<file path="config.mk">
export PLATFORM = sky130hd
export DESIGN_NAME = dac_spi
export DESIGN_NICKNAME = d
export VERILOG_FILES = /design/src/rtl/dac_spi_pkg.sv /design/src/rtl/dac_spi.sv
export SDC_FILE = /design/constraint.sdc
export NUM_CORES = 1
export LEC_CHECK = 0
export BUFFER_PORTS_ARGS = -buffer_cell sky130_fd_sc_hd__buf_2
export CORE_UTILIZATION = 60
export DETAILED_ROUTE_END_ITERATION = 8
export PLACE_DENSITY = 0.83
export SLEW_MARGIN = 5
export SYNTH_ARGS = -nofsm -noshare
export SYNTH_HDL_FRONTEND = slang
export SYNTH_SLANG_ARGS = --single-unit
</file>
<file path="constraint.sdc">
create_clock -name clk -period 4.6 [get_ports clk]
set_input_delay 1.38 -clock clk [delete_from_list [all_inputs] [get_ports clk]]
set_output_delay 1.38 -clock clk [all_outputs]
set_load 0.03 [all_outputs]
</file>
<file path="src/rtl/dac_spi_pkg.sv">
// Shared DAC SPI constants: frame geometry, FSM state encoding and the chip-select budget
// that the acquisition block also uses for its gain-update window.
package dac_spi_pkg;

  typedef enum logic [1:0] {
    ST_IDLE  = 2'd0,
    ST_SHIFT = 2'd1,
    ST_END   = 2'd2
  } state_t;

  localparam int DAC_DATA_W_DEF  = 10;
  localparam int DAC_SCK_DIV_DEF = 8;

  // Four config bits ahead of the code and two zero bits after it.
  localparam int FRAME_PAD_W = 6;
  localparam int FRAME_W     = DAC_DATA_W_DEF + FRAME_PAD_W;

  // cs_n low time at the default parameters; must not grow.
  localparam int CS_LOW_CYCLES = FRAME_W * DAC_SCK_DIV_DEF;

endpackage

</file>
<file path="src/rtl/dac_spi.sv">
// SPI mode-0 DAC writer: first bit one cycle after dvalid, one frame every FRAME_W*DIV+DIV/2+1 cycles.
// dvalid is never stalled; a code arriving mid-frame waits in a one-deep register where the latest wins.
module dac_spi
  import dac_spi_pkg::*;
#(
  parameter int         DAC_DATA_W  = 10,
  parameter int         DAC_SCK_DIV = 8,
  parameter logic [3:0] DAC_CFG     = 4'b0011
) (
  input  logic                  clk,
  input  logic                  rst,
  input  logic [DAC_DATA_W-1:0] din,
  input  logic                  dvalid,
  output logic                  busy,
  output logic                  done,
  output logic                  dac_sck,
  output logic                  dac_cs_n,
  output logic                  dac_mosi
);

  localparam int FW    = DAC_DATA_W + FRAME_PAD_W;
  localparam int DIV_W = $clog2(DAC_SCK_DIV);
  localparam int BIT_W = $clog2(FW);

  localparam logic [DIV_W-1:0] DIV_LAST = DIV_W'(DAC_SCK_DIV - 1);
  localparam logic [DIV_W-1:0] DIV_HALF = DIV_W'(DAC_SCK_DIV / 2 - 1);
  localparam logic [BIT_W-1:0] BIT_LAST = BIT_W'(FW - 1);

  state_t                  state;
  state_t                  state_nxt;
  logic [DIV_W-1:0]        div_cnt;
  logic [BIT_W-1:0]        bit_cnt;
  logic [FW-1:0]           shreg;
  logic [DAC_DATA_W-1:0]   pend_dat;
  logic                    pending;

  logic                    div_last;
  logic                    div_half;
  logic                    bit_last;
  logic                    launch;
  logic [DAC_DATA_W-1:0]   launch_dat;

  logic                    cs_n_nxt;
  logic                    sck_nxt;
  logic                    done_nxt;
  logic                    busy_nxt;
  logic                    pending_nxt;

  assign div_last   = (div_cnt == DIV_LAST);
  assign div_half   = (div_cnt == DIV_HALF);
  assign bit_last   = (bit_cnt == BIT_LAST);
  assign launch     = (state == ST_IDLE) && (dvalid || pending);
  assign launch_dat = pending ? pend_dat : din;

  // MSB of the shifter is a flop output; it drains to zero once the frame is out.
  assign dac_mosi = shreg[FW-1];

  always_ff @(posedge clk or posedge rst) begin
    if (rst) begin
      state <= ST_IDLE;
    end else begin
      state <= state_nxt;
    end
  end

  always_comb begin
    state_nxt = state;
    unique case (state)
      ST_IDLE:  if (launch)               state_nxt = ST_SHIFT;
      ST_SHIFT: if (div_last && bit_last) state_nxt = ST_END;
      ST_END:   if (div_half)             state_nxt = ST_IDLE;
      default:                            state_nxt = ST_IDLE;
    endcase
  end

  always_comb begin
    cs_n_nxt    = (state_nxt != ST_SHIFT);
    sck_nxt     = (state == ST_SHIFT) && !div_last && (div_half || dac_sck);
    done_nxt    = (state == ST_SHIFT) && div_last && bit_last;
    // In IDLE a stored code is launched now, so only a fresh dvalid stays pending.
    pending_nxt = (state == ST_IDLE) ? (pending && dvalid) : (pending || dvalid);
    busy_nxt    = (state_nxt != ST_IDLE) || pending_nxt;
  end

  always_ff @(posedge clk or posedge rst) begin
    if (rst) begin
      dac_cs_n <= 1'b1;
      dac_sck  <= 1'b0;
      done     <= 1'b0;
      busy     <= 1'b0;
      pending  <= 1'b0;
      pend_dat <= '0;
      div_cnt  <= '0;
      bit_cnt  <= '0;
      shreg    <= '0;
    end else begin
      dac_cs_n <= cs_n_nxt;
      dac_sck  <= sck_nxt;
      done     <= done_nxt;
      busy     <= busy_nxt;
      pending  <= pending_nxt;

      if (dvalid && ((state != ST_IDLE) || pending)) begin
        pend_dat <= din;
      end

      if (launch) begin
        div_cnt <= '0;
        bit_cnt <= '0;
        shreg   <= {DAC_CFG, launch_dat, 2'b00};
      end else if (state == ST_SHIFT) begin
        if (div_last) begin
          div_cnt <= '0;
          shreg   <= {shreg[FW-2:0], 1'b0};
          if (!bit_last) begin
            bit_cnt <= bit_cnt + BIT_W'(1);
          end
        end else begin
          div_cnt <= div_cnt + DIV_W'(1);
        end
      end else if (state == ST_END) begin
        div_cnt <= div_cnt + DIV_W'(1);
      end
    end
  end

endmodule

</file>
==> results.yml, run 1 <==
synthesis:
  yosys_warnings: 0
  postSynthRegisterBits: 38
  syn-num-nets: 161
  syn-mean-instance-area_um2: 12.3
  yosys.area.top_type: "dfrtp_1"
  netlist_instances: 144
  yosysSeqAreaShare_pct: 53.7
  ys_types: 33
  post_synth_main_area_contributors: "dfrtp_1 (52%), mux2i_1 (10%), mux2_2 (7.0%)"
  synth_largest_type_area_fraction_pct: 52.3
  synth_area_um2: 1770
hold_path:
  hold_depth: 1
  min_delay_worst_endpoint: "shreg[15]$_DFFE_PP0P_"
  worst_hold_startpoint: "shreg[15]$_DFFE_PP0P_"
  hold_path_class: "flop to flop"
route:
  antenna_left: 0
  detailedRoute.firstPassIterationCount: 4
  drc_violations_left: 0
  drt_iter0_markers: 64
  wl_per_cell_um: 14.9
  drt_wl_total_um: 2900
  via_count: 1154
  vias_per_cell: 5.95
global_route:
  antenna_found_initial: 0
  grt_usage_pct: 20.4
  maximum_number_of_pins_on_one_net_before_global_route_repair: 39
  grt_overflow_total: 0
  wire_length_of_the_first_global_routing_pass_um: 4950
  vias_in_the_first_global_route: 1141
power_and_ir_drop:
  switchingPower_mw: 0.305
  combPwrFrac_pct: 27.3
  seq_power_share_pct: 50.2
  p_clk_share_pct: 22.5
  internal_power_mw: 0.673
  vdd_drop_max_mv: 0.364
  p_sw_share_pct: 31.2
  pwr_cell_area_nw_per_um2: 507
  p_leak_nw: 0.950
setup_path:
  reg2reg_setup_slack_ns: 2.70
  worst_r2r_path_depth: 5
  critical_path_depth: 1
  cp_slowest_stage_delay_ns: 0.53
  timing.critical_path.from_type: "flop"
  timing.rr.end: "bit_cnt[0]$_DFFE_PP0P_"
  worst_endpoint_data_arrival_time_ns: 1.05
  required_ns: 3.22
  crit_fanout: 1
  worst-path-buf-inv: 1
  worst_r2r_startpoint: "div_cnt[0]$_DFFE_PP0P_"
  setup.worst_path.class: "flop to output port"
  setup.worst_path.end_class: "output port"
  slowest_stage: "dfstp_2"
  crit_chain: "buf_2"
  critical_path.top_delay_family: "flip-flops"
clock_tree:
  worstSkewPairLatency_ns: 0.34
  clock_sink_count: 38
  post-cts-setup-buffer-count: 0
  clock_tree.root_cell: "clkbuf_4"
  cts-hold-fix-buffers: 0
  cts.clk_slew.worst_paths_ns: 0.12
  post_cts.resized_instances: 0
  clk_path_buf_depth: 2
  cts_buffers: 5
  cts_tree: "yes"
  cts-htree-levels: 2
floorplan:
  initial_utilization_pct: 63.7
  design.die.area_um2: 3170
  die_w_um: 56.3
  ios: 18
  fp.coreArea_um2: 2780
  die-height_um: 56.3
  row_count: 19
final_layout:
  finalCoreUtilization_pct: 69.4
  layout-drive-gt1-share_pct: 25.2
  fin_nets: 179
  antenna_cells_inserted: 0
  fillCellCount: 216
  regArea_um2: 952
  synthToLayoutAreaGrowth_pct: 8.90
  multi_input_comb_area_um2: 759
  final_common_cell: "dfrtp_1"
  layout.cells.most_common_list: "dfrtp_1 (37), mux2i_1 (18), buf_2 (17)"
place:
  gp_congestion: 0.752
  place_hpwl_um: 2020
  numPortBuffers: 17
sta:
  total_negative_slack_for_setup_checks_ns: 0
  hold_violations: 0
  finalSetupViolations: 0
  relSlewSlack_pct: 52.3
  max_slew_violation_count: 0
  final_critical_path_share_of_the_clock_period_pct: 52.8
  worst-slew-pin-transition_ns: 0.715
  clock.fmax_ghz: 0.412
  fin_skew_ns: 0.0173
  grt_setup_unrepaired: "no"
  finalWorstPathRequiredPeriod_ns: 2.43
run_status:
  status: "completed"
job:
  total_of_max_cap_violations: 0
[synthesized netlist by cell type]
library cell,n
o21ai_0,4
or3_1,4
mux2i_1,18
o2bb2ai_1,1
buf_6,1
and3_1,2
o31ai_1,1
dfstp_2,1
ha_1,4
or2_2,1
nand2_1,2
inv_1,3
nand3_1,6
and3b_1,1
buf_4,3
o22ai_1,1
a21oi_1,6
maj3_1,1
nand2b_1,1
xor2_1,1
nor3_1,7
a221o_1,5
dfrtp_1,37
xnor2_1,1
nor2_2,2
a22o_1,4
nand3b_1,1
a21oi_4,1
nor2_1,8
buf_2,3
or2_1,1
mux2_2,11
o21ai_4,1
[flip-flops by register name (all words and copies together) (netlist names)]
| register | cells |
|---|---|
| dac_sck | 1 |
| pending | 1 |
| div_cnt | 3 |
| pend_dat | 10 |
| bit_cnt | 4 |
| busy | 1 |
| state | 2 |
| dac_cs_n | 1 |
| shreg | 14 |
| done | 1 |
[how the worst max path moves through the flow]
stage	to	start	slack, ns
final	dac_cs_n	dac_cs_n$_DFF_PP1_	2.17
after detailed placement	shreg[9]$_DFFE_PP0P_	dvalid	2.15
after CTS	dac_cs_n	dac_cs_n$_DFF_PP1_	2.16
after floorplan	bit_cnt[0]$_DFFE_PP0P_	rst	2.36
after global routing	dac_cs_n	dac_cs_n$_DFF_PP1_	2.13
after global placement	shreg[4]$_DFFE_PP0P_	dvalid	2.25
[kinds of logic after synthesis]
family / Yosys count / share of synthesized area [%]
xor gates and xnor gates: 2 / 0.989
muxes: 29 / 17.2
buffers and inverters: 10 / 3.39
adders and majority gates: 5 / 3.39
and+or+nand+nor: 36 / 10.6
DFF: 38 / 53.7
AOI/OAI and AO/OA: 24 / 10.7
[per-stage QoR]
step / power, mW / setup WS, ns / cell area, um^2 / instances / hold slack, ns
detailed placement: 0.767 / 2.15 / 1850 / 186 / 0.479
finish: 0.978 / 2.17 / 1930 / 194 / 0.511
global route: 1.04 / 2.13 / 1930 / 194 / 0.519
floorplan: 0.704 / 2.36 / 1770 / 144 / 0.466
CTS: 0.987 / 2.16 / 1930 / 194 / 0.512
global placement: 0.748 / 2.25 / 1850 / 186 / 0.483
[area by class of cell]
cell class / count / area share [%]
clock buffers: 7 / 2.33
clock inverters: 1 / 1.56
inverters: 3 / 0.584
multi-input cells: 96 / 39.4
flip-flops and latches: 38 / 49.4
well taps: 31 / 2.01
repair buffers: 18 / 4.80
[power groups by stage]
stage	sequential, mW	clock [mW]	combinational (mW)
floorplan	0.496	0	0.208
global placement	0.494	0	0.254
detailed placement	0.497	0	0.270
CTS	0.491	0.225	0.271
global route	0.501	0.239	0.298
finish	0.491	0.220	0.267
[per-layer routing]
metal	up-vias	GRT usage, %	wire, um
met3	5	4.84	120
li1	562	-	-
met4	0	9.76	48
met5	-	0	0
met2	32	33.8	1420
met1	555	25.1	1310
Note: power is estimated with default switching activity, not from simulation.
==> run 2: changes to the inputs <==
- CORE_UTILIZATION: 60 -> 52
- PLACE_DENSITY: 0.83 -> 0.76
- clock period: 4.6 -> 2.1 ns (I/O delays scaled with it)
==> run 2 against run 1 <==
Effect of this change: worst hold slack got worse by 0.14 ns; cell area rose by 3.5%; routed wire length grew 3.9%; clock skew decreased by 0.0038 ns; register-to-register slack lost 2.5 ns; clock power rose to 2.9 times the previous value; sequential cell count is the same; die area grew 15%; cell count increased by 7.7%; utilization shrank 6.0 points; non-clock buffer count grew 2; critical path type is now flop to flop; largest power group unchanged; global-route usage decreased by 0.74 points.
==> results.yml, run 2 (synthesized netlist as in run 1, its figures left out) <==
setup_path:
  worst_r2r_path_depth: 5
  setup.worst_path.class: "flop to flop"
  required_ns: 2.32
  slowest_stage: "and3b_1"
  cp_slowest_stage_delay_ns: 0.52
  timing.critical_path.from_type: "flop"
  crit_fanout: 12
  worst_endpoint_data_arrival_time_ns: 2.14
  crit_chain: "ha_1 -> ha_1 -> and3b_1 -> a21oi_4 -> a221o_1"
  setup.worst_path.end_class: "flop"
  timing.critical_path.mode_cell: "ha_1"
final_layout:
  fin_nets: 181
  regArea_um2: 952
  multi_input_comb_area_um2: 759
  antenna_cells_inserted: 0
  layout.cells.most_common_list: "dfrtp_1 (37), mux2i_1 (18), buf_2 (17)"
  final_cell_area_um2: 2000
  fillCellCount: 260
  final_common_cell: "dfrtp_1"
  layout-drive-gt1-share_pct: 27.3
  largestRegisters: "shreg (14), pend_dat (10), bit_cnt (4)"
  largest-register: "shreg"
  synthToLayoutAreaGrowth_pct: 12.7
  largest_reg_flops: 14
sta:
  total_negative_slack_for_setup_checks_ns: 0
  worst-slew-pin-transition_ns: 0.530
  finalWorstPathRequiredPeriod_ns: 1.92
  hold_violations: 0
  clock.fmax_ghz: 0.522
  final_critical_path_share_of_the_clock_period_pct: 91.3
  relSlewSlack_pct: 64.7
  max_slew_violation_count: 0
  fin_skew_ns: 0.0136
  finalSetupViolations: 0
  grt_setup_unrepaired: "no"
route:
  drc_violations_left: 0
  antenna_left: 0
  detailedRoute.firstPassIterationCount: 5
  via_count: 1160
  wl_per_cell_um: 14.4
  drt_wl_total_um: 3010
  vias_per_cell: 5.55
  drt_iter0_markers: 76
floorplan:
  design.die.area_um2: 3640
  fp.coreArea_um2: 3150
  die_w_um: 60.4
  ios: 18
  die-height_um: 60.4
  row_count: 20
  initial_utilization_pct: 56.2
power_and_ir_drop:
  p_sw_share_pct: 30.0
  switchingPower_mw: 0.699
  combPwrFrac_pct: 26.4
  p_leak_nw: 0.977
  pwr_cell_area_nw_per_um2: 1170
  internal_power_mw: 1.63
  seq_power_share_pct: 46.0
  p_clk_share_pct: 27.6
  vdd_drop_max_mv: 0.535
global_route:
  vias_in_the_first_global_route: 1180
  grt_overflow_total: 0
  grt_usage_pct: 19.7
  maximum_number_of_pins_on_one_net_before_global_route_repair: 39
  antenna_found_initial: 0
  wire_length_of_the_first_global_routing_pass_um: 5100
clock_tree:
  clock_sink_count: 38
  post_cts.resized_instances: 0
  cts-hold-fix-buffers: 0
  clk_path_buf_depth: 2
  cts.clk_slew.worst_paths_ns: 0.12
  post-cts-setup-buffer-count: 0
  worstSkewPairLatency_ns: 0.34
  cts_tree: "yes"
  clock_tree.root_cell: "clkbuf_4"
  cts_buffers: 5
  cts-htree-levels: 2
place:
  dpl_cell_area_um2: 1890
  gp_congestion: 0.836
  place_hpwl_um: 2070
  numPortBuffers: 17
job:
  total_of_max_cap_violations: 0
run_status:
  status: "completed"
hold_path:
  hold_path_class: "input port to async pin"
-- run 2: per-layer routing --
layer  wire length (um)  global-route usage (%)  part of all wire (%)  vias up
li1                   -                       -                     -      562
met1               1320                    23.8                    44      561
met2               1520                    32.5                    50       30
met3                121                    4.48                   4.0        7
met4                 53                    11.0                   1.8        0
met5                  0                       0                     0        -
-- run 2: worst paths after layout --
check,end,start,slack (ns)
setup / recovery,shreg[3]$_DFFE_PP0P_,div_cnt[0]$_DFFE_PP0P_,0.18
hold / removal,shreg[15]$_DFFE_PP0P_,rst,0.37
setup reg to reg,shreg[3]$_DFFE_PP0P_,div_cnt[0]$_DFFE_PP0P_,0.18
hold reg to reg,shreg[15]$_DFFE_PP0P_,shreg[15]$_DFFE_PP0P_,0.51
max in group asynchronous,dac_cs_n$_DFF_PP1_,rst,1.38
min in group clk,shreg[15]$_DFFE_PP0P_,shreg[15]$_DFFE_PP0P_,0.51
-- run 2: power groups by stage --
stage          clock network [mW]  registers, mW  logic (mW)
2_1_floorplan                   0           1.09       0.456
3_3_place_gp                    0           1.07       0.580
3_5_place_dp                    0           1.08       0.622
4_1_cts                     0.653           1.07       0.625
5_1_grt                     0.689           1.09       0.686
6_report                    0.643           1.07       0.616
-- run 2: worst max-delay path: cells and delay by family (launching register included) --
| family | cells | cell delay [ns] |
|---|---|---|
| and+or+nand+nor | 1 | 0.52 |
| AOI/OAI and AO/OA | 2 | 0.46 |
| DFF | 1 | 0.38 |
| adders and majority gates | 2 | 0.45 |
-- run 2: area by class of cell --
class	count	share of cell area [%]
Clock buffer	6	2.57
Clock inverter	2	3.01
Inverter	3	0.564
Multi-Input combinational cell	96	38.0
Sequential cell	38	47.7
Tap cell	44	2.76
Timing Repair Buffer	20	5.39
-- run 2: through the flow --
step / setup WS, ns / std cells / power, mW / hold WS (ns) / utilization, %
final: 0.183 / 209 / 2.33 / 0.367 / 63.3
after floorplan: 0.463 / 144 / 1.54 / 0.466 / -
after CTS: 0.178 / 209 / 2.35 / 0.383 / 63.3
after global placement: 0.300 / 201 / 1.65 / 0.480 / 59.8
after detailed placement: 0.185 / 201 / 1.70 / 0.484 / 59.8
after global routing: 0.119 / 209 / 2.47 / 0.399 / 63.3
==> run 3: changes to the inputs <==
- CORE_UTILIZATION: 52 -> 57
- PLACE_DENSITY: 0.76 -> 0.79
- clock period: 2.1 -> 1.8 ns (I/O delays scaled with it)
==> run 3 against run 2 <==
Effect of this change: the flow now finishes with violations (design-rule violations); non-clock buffer count up 8; die area down 8.5%; cell area up 0.69%; clock-buffer cell count down 1; first-iteration DRC count down 25%; global-route usage up 2.0 points; largest power group unchanged.
==> results.yml, run 3 (synthesized netlist as in run 1, its figures left out) <==
sta:
  max_slew_violation_count: 0
  total_negative_slack_for_setup_checks_ns: 0
  grt_setup_unrepaired: "no"
  clock.fmax_ghz: 0.596
  finalWorstPathRequiredPeriod_ns: 1.68
  finalSetupViolations: 0
  final_critical_path_setup_slack_ns: 0.122
  relSlewSlack_pct: 63.1
  final_critical_path_share_of_the_clock_period_pct: 93.2
  fin_skew_ns: 0.0111
  hold_violations: 0
  worst-slew-pin-transition_ns: 0.553
setup_path:
  setup.worst_path.class: "flop to flop"
  timing.critical_path.from_type: "flop"
  slowest_stage: "dfrtp_1"
  worst_endpoint_data_arrival_time_ns: 1.97
  crit_chain: "ha_1 -> ha_2 -> and3b_2 -> or3_1 -> a21oi_1"
  worst-path-buf-inv: 0
  required_ns: 2.09
  setup.worst_path.end_class: "flop"
  crit_fanout: 11
  cp_slowest_stage_delay_ns: 0.40
  critical_path.top_delay_family: "simple AND/OR/NAND/NOR gates"
place:
  placed_cells: 194
  post-place-ws_ns: 0.0173
  numPortBuffers: 17
  gp_congestion: 0.786
  place_hpwl_um: 2110
final_layout:
  layout-drive-gt1-share_pct: 31.8
  multi_input_comb_area_um2: 763
  largestRegisters: "shreg (14), pend_dat (10), bit_cnt (4)"
  largest_reg_flops: 14
  fin_nets: 189
  regArea_um2: 952
  antenna_cells_inserted: 0
  fillCellCount: 224
  largest-register: "shreg"
  synthToLayoutAreaGrowth_pct: 13.5
  finalCoreUtilization_pct: 70.5
  layout.cells.most_common_list: "dfrtp_1 (37), mux2i_1 (18), buf_2 (17)"
  layoutNonFillerInstCount: 204
  final_common_cell: "dfrtp_1"
power_and_ir_drop:
  seq_power_share_pct: 48.3
  p_sw_share_pct: 31.8
  p_clk_share_pct: 22.0
  internal_power_mw: 1.77
  pwr_cell_area_nw_per_um2: 1290
  combPwrFrac_pct: 29.7
  p_leak_nw: 0.999
  post-layout-total-power_mw: 2.60
  switchingPower_mw: 0.827
  vdd_drop_max_mv: 0.610
clock_tree:
  cts_buffers: 5
  clk_path_buf_depth: 2
  worstSkewPairLatency_ns: 0.35
  clock_sink_count: 38
  cts-htree-levels: 2
  cts.clk_slew.worst_paths_ns: 0.12
  cts_tree: "yes"
  clock_tree.root_cell: "clkbuf_4"
route:
  drt_wl_total_um: 2990
  drt_iter0_markers: 57
  antenna_left: 0
  via_count: 1189
  drc_violations_left: 1
  wl_per_cell_um: 14.7
  vias_per_cell: 5.83
  detailedRoute.firstPassIterationCount: 6
hold_path:
  hold_path_class: "input port to async pin"
floorplan:
  die-height_um: 57.8
  row_count: 19
  design.die.area_um2: 3340
  initial_utilization_pct: 62.1
  ios: 18
  die_w_um: 57.8
  fp.coreArea_um2: 2850
global_route:
  grt_usage_pct: 21.7
  maximum_number_of_pins_on_one_net_before_global_route_repair: 39
  antenna_found_initial: 0
  vias_in_the_first_global_route: 1213
  grt_overflow_total: 0
  wire_length_of_the_first_global_routing_pass_um: 5330
run_status:
  failing_checks: "design-rule violations"
  status: "complete, but fails checks"
job:
  total_of_max_cap_violations: 0
[run 3: worst register-to-register path, delay by kind of cell (launching register included)]
kind / cells / cell delay, ns
and+or+nand+nor: 2 / 0.67
adders and majority gates: 2 / 0.42
DFF: 1 / 0.40
AOI/OAI and AO/OA: 1 / 0.13
[run 3: path summary, 6_finish.rpt]
path,start,end,slack (ns),cells after the start
setup / recovery,div_cnt[0]$_DFFE_PP0P_,div_cnt[0]$_DFFE_PP0P_,0.12,5
hold / removal,rst,state[0]$_DFF_PP0_,0.27,3
setup reg to reg,div_cnt[0]$_DFFE_PP0P_,div_cnt[0]$_DFFE_PP0P_,0.12,5
hold reg to reg,shreg[13]$_DFFE_PP0P_,shreg[14]$_DFFE_PP0P_,0.51,1
max in group asynchronous,rst,dac_cs_n$_DFF_PP1_,1.19,3
min in group clk,din[3],pend_dat[3]$_DFFE_PP0P_,0.43,2
[run 3: timing repair]
action | 4_1_cts | 5_1_grt
endpoints found under the setup margin | 1 | 6
buffers inserted | 0 | 2
pin swaps | 0 | 1
resized for setup | 1 | 1
hold buffers | 0 | 0
[run 3: final cells by class]
cell class	instances	share of cell area (%)
Tap cell	31	1.93
Clock inverter	3	1.99
Sequential cell	38	47.4
Multi-Input combinational cell	96	38.0
Clock buffer	5	1.87
Timing Repair Buffer	28	8.34
Inverter	3	0.560
[run 3: power by group through the flow]
stage                     Clock [mW]  Sequential [mW]  Combinational (mW)
after floorplan                    0             1.27               0.532
after CTS                      0.591             1.26               0.745
final                          0.572             1.26               0.771
after global placement             0             1.26               0.701
after global routing           0.619             1.28               0.867
after detailed placement           0             1.27               0.744
[run 3: layer usage]
metal  share of wire (%)  track usage, %  vias to the layer above
li1                    -               -                      581
met1                  46            27.4                      579
met2                  48            34.6                       21
met3                 3.5            4.69                        8
met4                 2.7            12.9                        0
met5                   0               0                        -
[run 3: through the flow]
step                      hold slack [ns]  area (um^2)
after detailed placement            0.488         1910
final                               0.270         2010
after floorplan                     0.466         1770
after CTS                           0.278         1990
after global placement              0.485         1910
after global routing                0.310         2010
